[config.mk]
export PLATFORM = sky130hd
export DESIGN_NAME = snake_control
export DESIGN_NICKNAME = d
export VERILOG_FILES = /design/src/rtl/snake_control.sv
export SDC_FILE = /design/constraint.sdc
export NUM_CORES = 1
export LEC_CHECK = 0
export ABC_AREA = 1
export CAP_MARGIN = 10
export CORE_MARGIN = 2
export CORE_UTILIZATION = 51
export CTS_CLUSTER_SIZE = 40
export DETAILED_ROUTE_END_ITERATION = 8
export PLACE_DENSITY = 0.83
export SLEW_MARGIN = 20
export SYNTH_ARGS = -nofsm -noshare
export SYNTH_HDL_FRONTEND = slang
export SYNTH_SLANG_ARGS = --single-unit
[constraint.sdc]
create_clock -name clk -period 1.8 [get_ports clk]
set_input_delay 0.54 -clock clk [delete_from_list [all_inputs] [get_ports clk]]
set_output_delay 0.54 -clock clk [all_outputs]
set_load 0.005 [all_outputs]
[src/rtl/snake_control.sv]
// Control FSM for the snake datapath: init, move timing, erase/shift/redraw passes,
// food plot, growth and death, plus push-button steering and plot colour.
module snake_control #(
    parameter int INIT_LEN = 4,
    parameter int MAX_LEN  = 2047,
    parameter int MOVE_DIV = 5000000
) (
    input  logic        clk,
    input  logic        rst,
    input  logic        go,
    input  logic        btn_up,
    input  logic        btn_down,
    input  logic        btn_left,
    input  logic        btn_right,
    input  logic        isDead,
    input  logic        inc_length,
    output logic        ld_head,
    output logic        ld_q_def,
    output logic        inc_address,
    output logic        rst_address,
    output logic        update_head,
    output logic        ld_head_into_prev,
    output logic        ld_q_into_curr,
    output logic        ld_prev_into_q,
    output logic        ld_curr_into_prev,
    output logic        draw_q,
    output logic        draw_curr,
    output logic        food_en,
    output logic        check_inc,
    output logic        lock,
    output logic [1:0]  cnt_status,
    output logic [2:0]  dir,
    output logic [2:0]  colour,
    output logic [10:0] length,
    output logic        dead
);

    localparam int CW = (MOVE_DIV > 1) ? $clog2(MOVE_DIV) : 1;

    localparam logic [2:0] DIR_UP    = 3'b100;
    localparam logic [2:0] DIR_DOWN  = 3'b110;
    localparam logic [2:0] DIR_LEFT  = 3'b000;
    localparam logic [2:0] DIR_RIGHT = 3'b001;

    typedef enum logic [4:0] {
        S_IDLE, S_INIT, S_FILL,
        S_ER_RST, S_ER_RD, S_ER_PIX,
        S_SHIFT, S_SH_RST, S_SH_RD, S_SH_CUR, S_SH_WR, S_SH_NX,
        S_DR_RST, S_DR_RD, S_DR_PIX,
        S_FOOD, S_CHECK, S_GROW, S_WAIT, S_DEAD
    } state_t;

    state_t        state, next_state;
    logic [10:0]   seg;
    logic [1:0]    pix;
    logic [CW-1:0] move_cnt;
    logic [2:0]    pend, req, next_pend;
    logic          pressed;
    logic          first_pass;
    logic          seg_last, pix_last, fill_last, move_done;

    assign seg_last  = (seg == length - 11'd1);
    assign pix_last  = (pix == 2'd3);
    assign fill_last = (seg == 11'(INIT_LEN - 1));
    assign move_done = (move_cnt == CW'(MOVE_DIV - 1));

    always_ff @(posedge clk or negedge rst) begin
        if (!rst) state <= S_IDLE;
        else      state <= next_state;
    end

    // Segment index, pixel sub-index, move timer, length and the first-pass flag
    always_ff @(posedge clk or negedge rst) begin
        if (!rst) begin
            seg        <= '0;
            pix        <= '0;
            move_cnt   <= '0;
            length     <= '0;
            first_pass <= 1'b0;
        end else begin
            case (state)
                S_INIT, S_ER_RST, S_SH_RST, S_DR_RST: seg <= '0;
                S_FILL, S_SH_NX:                     seg <= seg + 11'd1;
                S_ER_PIX, S_DR_PIX:                  if (pix_last) seg <= seg + 11'd1;
                default: ;
            endcase
            pix      <= (state inside {S_ER_PIX, S_DR_PIX, S_FOOD}) ? pix + 2'd1 : 2'd0;
            move_cnt <= (state == S_WAIT && !move_done) ? move_cnt + CW'(1) : '0;
            if (state == S_FILL && fill_last) length <= 11'(INIT_LEN);
            else if (state == S_GROW)         length <= length + 11'd1;
            if (state == S_INIT)      first_pass <= 1'b1;
            else if (state == S_WAIT) first_pass <= 1'b0;
        end
    end

    // Highest-priority pressed button; a reversal shares the axis bit but differs
    always_comb begin
        pressed = 1'b1;
        if (btn_up)         req = DIR_UP;
        else if (btn_down)  req = DIR_DOWN;
        else if (btn_left)  req = DIR_LEFT;
        else if (btn_right) req = DIR_RIGHT;
        else begin
            req     = pend;
            pressed = 1'b0;
        end
        next_pend = pend;
        if (pressed && !(req[2] == dir[2] && req != dir)) next_pend = req;
    end

    always_ff @(posedge clk or negedge rst) begin
        if (!rst) begin
            pend <= DIR_RIGHT;
            dir  <= DIR_RIGHT;
        end else begin
            pend <= next_pend;
            if (state == S_SHIFT) dir <= pend;
        end
    end

    always_comb begin
        next_state        = state;
        ld_head           = 1'b0;
        ld_q_def          = 1'b0;
        inc_address       = 1'b0;
        rst_address       = 1'b0;
        update_head       = 1'b0;
        ld_head_into_prev = 1'b0;
        ld_q_into_curr    = 1'b0;
        ld_prev_into_q    = 1'b0;
        ld_curr_into_prev = 1'b0;
        draw_q            = 1'b0;
        draw_curr         = 1'b0;
        food_en           = 1'b0;
        check_inc         = 1'b0;
        lock              = 1'b0;
        colour            = 3'b000;
        dead              = 1'b0;
        case (state)
            S_IDLE: if (go) next_state = S_INIT;
            S_INIT: begin
                ld_head     = 1'b1;
                rst_address = 1'b1;
                next_state  = S_FILL;
            end
            S_FILL: begin
                ld_q_def    = 1'b1;
                inc_address = 1'b1;
                if (fill_last) next_state = S_DR_RST;
            end
            S_ER_RST: begin
                rst_address = 1'b1;
                next_state  = S_ER_RD;
            end
            S_ER_RD: next_state = S_ER_PIX;
            S_ER_PIX: begin
                draw_q = 1'b1;
                if (pix_last) begin
                    inc_address = 1'b1;
                    next_state  = seg_last ? S_SHIFT : S_ER_RD;
                end
            end
            S_SHIFT: begin
                ld_head_into_prev = 1'b1;
                update_head       = 1'b1;
                next_state        = S_SH_RST;
            end
            S_SH_RST: begin
                rst_address = 1'b1;
                next_state  = S_SH_RD;
            end
            S_SH_RD:  next_state = S_SH_CUR;
            S_SH_CUR: begin
                ld_q_into_curr = 1'b1;
                next_state     = S_SH_WR;
            end
            S_SH_WR: begin
                ld_prev_into_q = 1'b1;
                next_state     = S_SH_NX;
            end
            S_SH_NX: begin
                ld_curr_into_prev = 1'b1;
                inc_address       = 1'b1;
                next_state        = seg_last ? S_DR_RST : S_SH_RD;
            end
            S_DR_RST: begin
                rst_address = 1'b1;
                colour      = 3'b010;
                next_state  = S_DR_RD;
            end
            S_DR_RD: begin
                colour     = 3'b010;
                next_state = S_DR_PIX;
            end
            S_DR_PIX: begin
                draw_q = 1'b1;
                colour = 3'b010;
                if (pix_last) begin
                    inc_address = 1'b1;
                    if (!seg_last)       next_state = S_DR_RD;
                    else if (isDead)     next_state = S_DEAD;
                    else if (first_pass) next_state = S_WAIT;
                    else                 next_state = S_FOOD;
                end
            end
            S_FOOD: begin
                food_en = 1'b1;
                colour  = 3'b100;
                if (pix_last) next_state = S_CHECK;
            end
            S_CHECK: begin
                check_inc = 1'b1;
                if (isDead)                                         next_state = S_DEAD;
                else if (inc_length && length < 11'(MAX_LEN))       next_state = S_GROW;
                else                                                next_state = S_WAIT;
            end
            // Address sits at length after the draw pass, so this appends the old tail
            S_GROW: begin
                ld_prev_into_q = 1'b1;
                next_state     = S_WAIT;
            end
            S_WAIT: begin
                if (move_done) begin
                    lock       = 1'b1;
                    next_state = S_ER_RST;
                end
            end
            S_DEAD:  dead = 1'b1;
            default: next_state = S_IDLE;
        endcase
    end

    assign cnt_status = pix;

endmodule
==> impl_metrics.csv, run 1 <==
group,metric,value,unit
placed_design,place_hpwl,8730,um
logic_synthesis,syn_avg_cell_area,6.92,um2
clock_network,cts.sinks,59,
logic_synthesis,yosysSeqAreaShare,38.9,%
global_routing,grt_max_degree,60,
placed_design,place_ws,-0.480,ns
logic_synthesis,synth-seq-cells,59,
placed_design,dp.cells,812,
timing,grt-worst-endpoint,"lock",
logic_synthesis,synth_area_leaders,"dfrtp_1, nand2_1, nor2_1",
die,initial_utilization,52.5,%
logic_synthesis,yosysWarnings,0,
timing,worst_endpoint_kind,"output port",
logic_synthesis,yosys.area.top_type_share,37.5,%
logic_synthesis,syn_area,3800,um2
die,io_pins,43,
die,row_count,31,
outcome,tool.error,"[ERROR GRT-0232] Routing congestion too high. Check the congestion heatmap in the GUI.",
outcome,run_status,"did not finish",
global_routing,grt_usage,86.7,%
placed_design,gp_congestion,0.958,
placed_design,portBuffers,40,
clock_network,ctsRootBufferMaster,"clkbuf_8",
outcome,stop_stage,"5_1_grt",
logic_synthesis,synth_cell_types,43,
die,die_x,90.4,um
logic_synthesis,yosysTopAreaCell,"dfrtp_1",
clock_network,numCtsBuffers,9,
logic_synthesis,syn_inst,550,
clock_network,ctsHoldBuffers,0,
die,die_y,90.4,um
clock_network,htreeDepth,3,
global_routing,gr-total-overflow,460,
clock_network,clockBufferDepth,2,
[logic make-up after synthesis]
family	after synthesis	share of synthesized area (%)
buffers and inverters	86	8.81
muxes	1	0.296
xor gates and xnor gates	11	2.53
DFF	59	38.9
adders and majority gates	5	1.64
AOI/OAI and AO/OA	70	10.4
other	1	0.0986
and+or+nand+nor	317	37.4
[per-layer routing]
layer	track usage, %	overflow
met1	83.7	3
met2	116	347
met3	54.7	4
met4	99.5	106
met5	0	0
[cells in the mapped netlist (all sizes together)]
cell type / count
nand2: 139
nor2: 83
inv: 77
dfrtp: 57
nand3: 40
nor3: 30
o21ai: 29
a21oi: 28
nand4: 13
xor2: 9
nor4: 6
ha: 5
buf: 4
clkbuf: 4
and3: 3
dfstp: 2
nand3b: 2
o21bai: 2
o221a: 2
xnor2: 2
a211oi: 1
a31oi: 1
clkinv: 1
conb: 1
mux2: 1
o2111a: 1
o2111ai: 1
o211a: 1
o211ai: 1
o21a: 1
o22ai: 1
o31ai: 1
or2: 1
[through the flow]
| stage | cell area, um2 | setup TNS, ns | utilization (%) |
|---|---|---|---|
| global placement | 5290 | -6.23 | 72.9 |
| CTS | 6380 | -5.93 | 88.0 |
| detailed placement | 5290 | -7.46 | 72.9 |
| floorplan | 3820 | -0.0175 | - |
[repair_timing]
item / CTS
pin swaps: 67
resized for setup: 241
setup endpoints to repair: 54
buffers inserted: 64
==> inputs of run 2 (changes only) <==
- CORE_UTILIZATION: 51 -> 40
- CTS_CLUSTER_SIZE: 40 -> default
- PLACE_DENSITY: 0.83 -> default
- PLACE_DENSITY_LB_ADDON: default -> 0.15
- clock period: 1.8 -> 2.3 ns (I/O delays scaled with it)
==> run 2 against run 1 <==
Compared with the run above: the flow now finishes, with violations (negative setup slack); area after synthesis is the same; synthesized cell count is the same.
==> impl_metrics.csv, run 2 <==
group,metric,value,unit
global_routing,grt_usage,21.7,%
logic_synthesis,synth_common_cells,"nand2_1, nor2_1, inv_1",
pwr,ir_worst_vdd,0.000373,V
pwr,switchingPower,1750,uW
placed_design,gp_congestion,0.912,
critical_path,critPathArrivalTime,1.70,ns
die,core-area,9240,um2
clock_network,htreeDepth,3,
logic_synthesis,yosysTopAreaCell,"dfrtp_1",
critical_path,crit_path_start_kind,"register",
min_path,hp-class,"input pin to asynchronous set/reset pin",
detailed_routing,via_per_inst,5.00,
logic_synthesis,syn_area,3800,um2
detailed_routing,drt-initial-drc-count,190,
timing,finalHoldViolCount,0,
global_routing,gr-total-overflow,0,
timing,finalSetupViolations,1,
detailed_routing,drt_wl_total,10600,um
final_layout,post-route-util,58.8,%
logic_synthesis,yosys.area.top_type_share,37.5,%
logic_synthesis,synth_area_leaders,"dfrtp_1, nand2_1, nor2_1",
timing,skew,0.0127,ns
logic_synthesis,async_flop_share,100,%
global_routing,grt_pass1_vias,3965,
logic_synthesis,synth-seq-cells,59,
final_layout,instances_no_fill,810,
die,row_count,35,
logic_synthesis,syn_avg_cell_area,6.92,um2
die,die_area,10300,um2
pwr,p_comb_share,49.6,%
timing,timing.final.ws_setup,-0.0910,ns
job,cap_viol_max_count,0,
final_layout,regMostFlops,"move_cnt",
critical_path,crit_start,"move_cnt[8]$_DFF_PN0_",
final_layout,final_nets,691,
clock_network,clockBufferDepth,2,
timing,rsz0062_at_grt,"true",
logic_synthesis,synth_top_family_by_area,"simple AND/OR/NAND/NOR gates",
clock_network,cts.sinks,59,
clock_network,tritoncts,"done",
global_routing,antenna_found_initial,0,
die,die_y,102,um
clock_network,clk_latency,0.34,ns
detailed_routing,drc_errors,0,
pwr,swShare,39.9,%
logic_synthesis,synth_cell_types,43,
logic_synthesis,yosysSeqAreaShare,38.9,%
logic_synthesis,synthMuxAreaShare,0.296,%
outcome,run_status,"complete, but fails checks",
die,die_x,102,um
pwr,p_per_area,806,nW/um2
final_layout,n_antenna_cell,0,
logic_synthesis,synth_fa_ha_area_share,1.64,%
global_routing,grt_max_degree,38,
final_layout,final_common_cell,"nand2_1",
placed_design,place_hpwl,7710,um
logic_synthesis,synthXorXnorAreaFrac,2.53,%
pwr,power_leakage,0.00256,uW
logic_synthesis,yosysMostFrequentCell,"nand2_1",
critical_path,cp.required,1.61,ns
detailed_routing,detail-route-antenna-nets,0,
global_routing,grt_pass1_wl,17900,um
final_layout,fin_area,5440,um2
logic_synthesis,yosysWarnings,0,
final_layout,reg.largest.list,"move_cnt: 23 flops, length: 11 flops, seg: 11 flops",
die,initial_utilization,41.2,%
detailed_routing,routedWlPerCell,13.1,um
detailed_routing,vias,4046,
final_layout,largest_register_ffs,23,
critical_path,crit_fanout,4,
placed_design,portBuffers,40,
timing,drv_slew,0,
clock_network,numCtsBuffers,9,
critical_path,r2r_start,"move_cnt[0]$_DFF_PN0_",
logic_synthesis,yosys.area_share.simple,37.4,%
final_layout,drive_above_1_share,26.6,%
placed_design,dp.cells,767,
clock_network,ctsRootBufferMaster,"clkbuf_8",
logic_synthesis,syn_inst,550,
clock_network,clkTransAtPathRegs,0.08,ns
pwr,power.internal,2630,uW
critical_path,critical_path_class,"register to output port",
critical_path,endpoint_kind,"output port",
logic_synthesis,synth_compound_area_share,10.4,%
timing,fmax,418,MHz
logic_synthesis,synth-edff-count,0,
placed_design,place_area,4750,um2
logic_synthesis,synth_top_flop_cell,"dfrtp_1",
pwr,pwr-share-seq,29.3,%
die,io_pins,43,
final_layout,most-common-layout-cells,"nand2_1, inv_1, buf_4",
outcome,violations,"negative setup slack",
timing,layout_min_cycle_time,2.39,ns
final_layout,syn_to_final_growth,42.8,%
final_layout,nFillCells,839,
pwr,p_clk_share,21.0,%
timing,fin_crit_sh,104,%
detailed_routing,firstDrtPassIters,5,
run 2: cell counts after synthesis:
Identical to the previous run, type by type.
run 2: cell type report:
cell class / instances / area [um2] / share of cell area, %
Timing Repair Buffer: 123 / 1060 / 19.5
Inverter: 78 / 298 / 5.48
Multi-Input combinational cell: 406 / 2250 / 41.4
Clock buffer: 10 / 128 / 2.35
Clock inverter: 5 / 55.1 / 1.01
Sequential cell: 59 / 1480 / 27.3
Tap cell: 129 / 161 / 2.97
run 2: path summary, 6_finish.rpt:
| kind | endpoint | depth (start not counted) | slack, ns |
|---|---|---|---|
| max reg2reg | move_cnt[8]$_DFF_PN0_ | 15 | 0.11 |
| max in group asynchronous | dir[0]$_DFFE_PN1P_ | 2 | 1.58 |
| min reg2reg | dir[0]$_DFFE_PN1P_ | 2 | 0.48 |
| min | length[1]$_DFFE_PN0P_ | 1 | 0.18 |
| max | lock | 5 | -0.09 |
| min in group clk | dir[0]$_DFFE_PN1P_ | 2 | 0.48 |
run 2: power groups by stage:
stage / Sequential (uW) / Combinational (uW) / Clock [uW]
3_3_place_gp: 1270 / 1670 / 0
4_1_cts: 1280 / 1970 / 945
3_5_place_dp: 1270 / 1680 / 0
5_1_grt: 1300 / 2400 / 983
2_1_floorplan: 1250 / 960 / 0
6_report: 1280 / 2170 / 921
run 2: stage by stage:
| stage | power (uW) | setup slack, ns | setup TNS [ns] | hold slack (ns) |
|---|---|---|---|---|
| 2_1_floorplan | 2210 | 0.328 | 0 | 0.394 |
| 3_3_place_gp | 2940 | -0.156 | -0.306 | 0.469 |
| 3_5_place_dp | 2960 | -0.183 | -0.378 | 0.477 |
| 4_1_cts | 4190 | -0.230 | -0.561 | 0.175 |
| 5_1_grt | 4690 | -0.203 | -0.261 | 0.183 |
| 6_report | 4380 | -0.0910 | -0.0910 | 0.182 |
run 2: layer usage:
metal / track usage (%) / part of all wire (%) / vias to the layer above / wire length (um)
li1: - / - / 2048 / -
met1: 27.8 / 45 / 1876 / 4800
met2: 36.3 / 50 / 105 / 5290
met3: 4.00 / 3.6 / 17 / 384
met4: 8.42 / 1.6 / 0 / 172
met5: 0 / 0 / - / 0
run 2: kinds of logic after synthesis:
family,Yosys count
AO/OA/AOI/OAI,70
XOR/XNOR,11
adder cells (fa/ha/maj),5
buffers and inverters,86
flip-flops,59
multiplexers,1
other,1
AND/OR/NAND/NOR,317
run 2: timing repair:
action,in CTS,in global routing
cloned,0,0
buffers inserted,24,8
setup endpoints to repair,16,21
pin swaps,16,21
hold buffers,0,0
resized for setup,77,55
run 2: critical path: stages, from the launching register on:
cell and delay [ns]:
dfrtp_1 0.42, nand2_1 0.14, nor4_2 0.33, nand3_2 0.14
nor3_2 0.18, buf_2 0.14
Note: power is estimated with default switching activity, not from simulation.
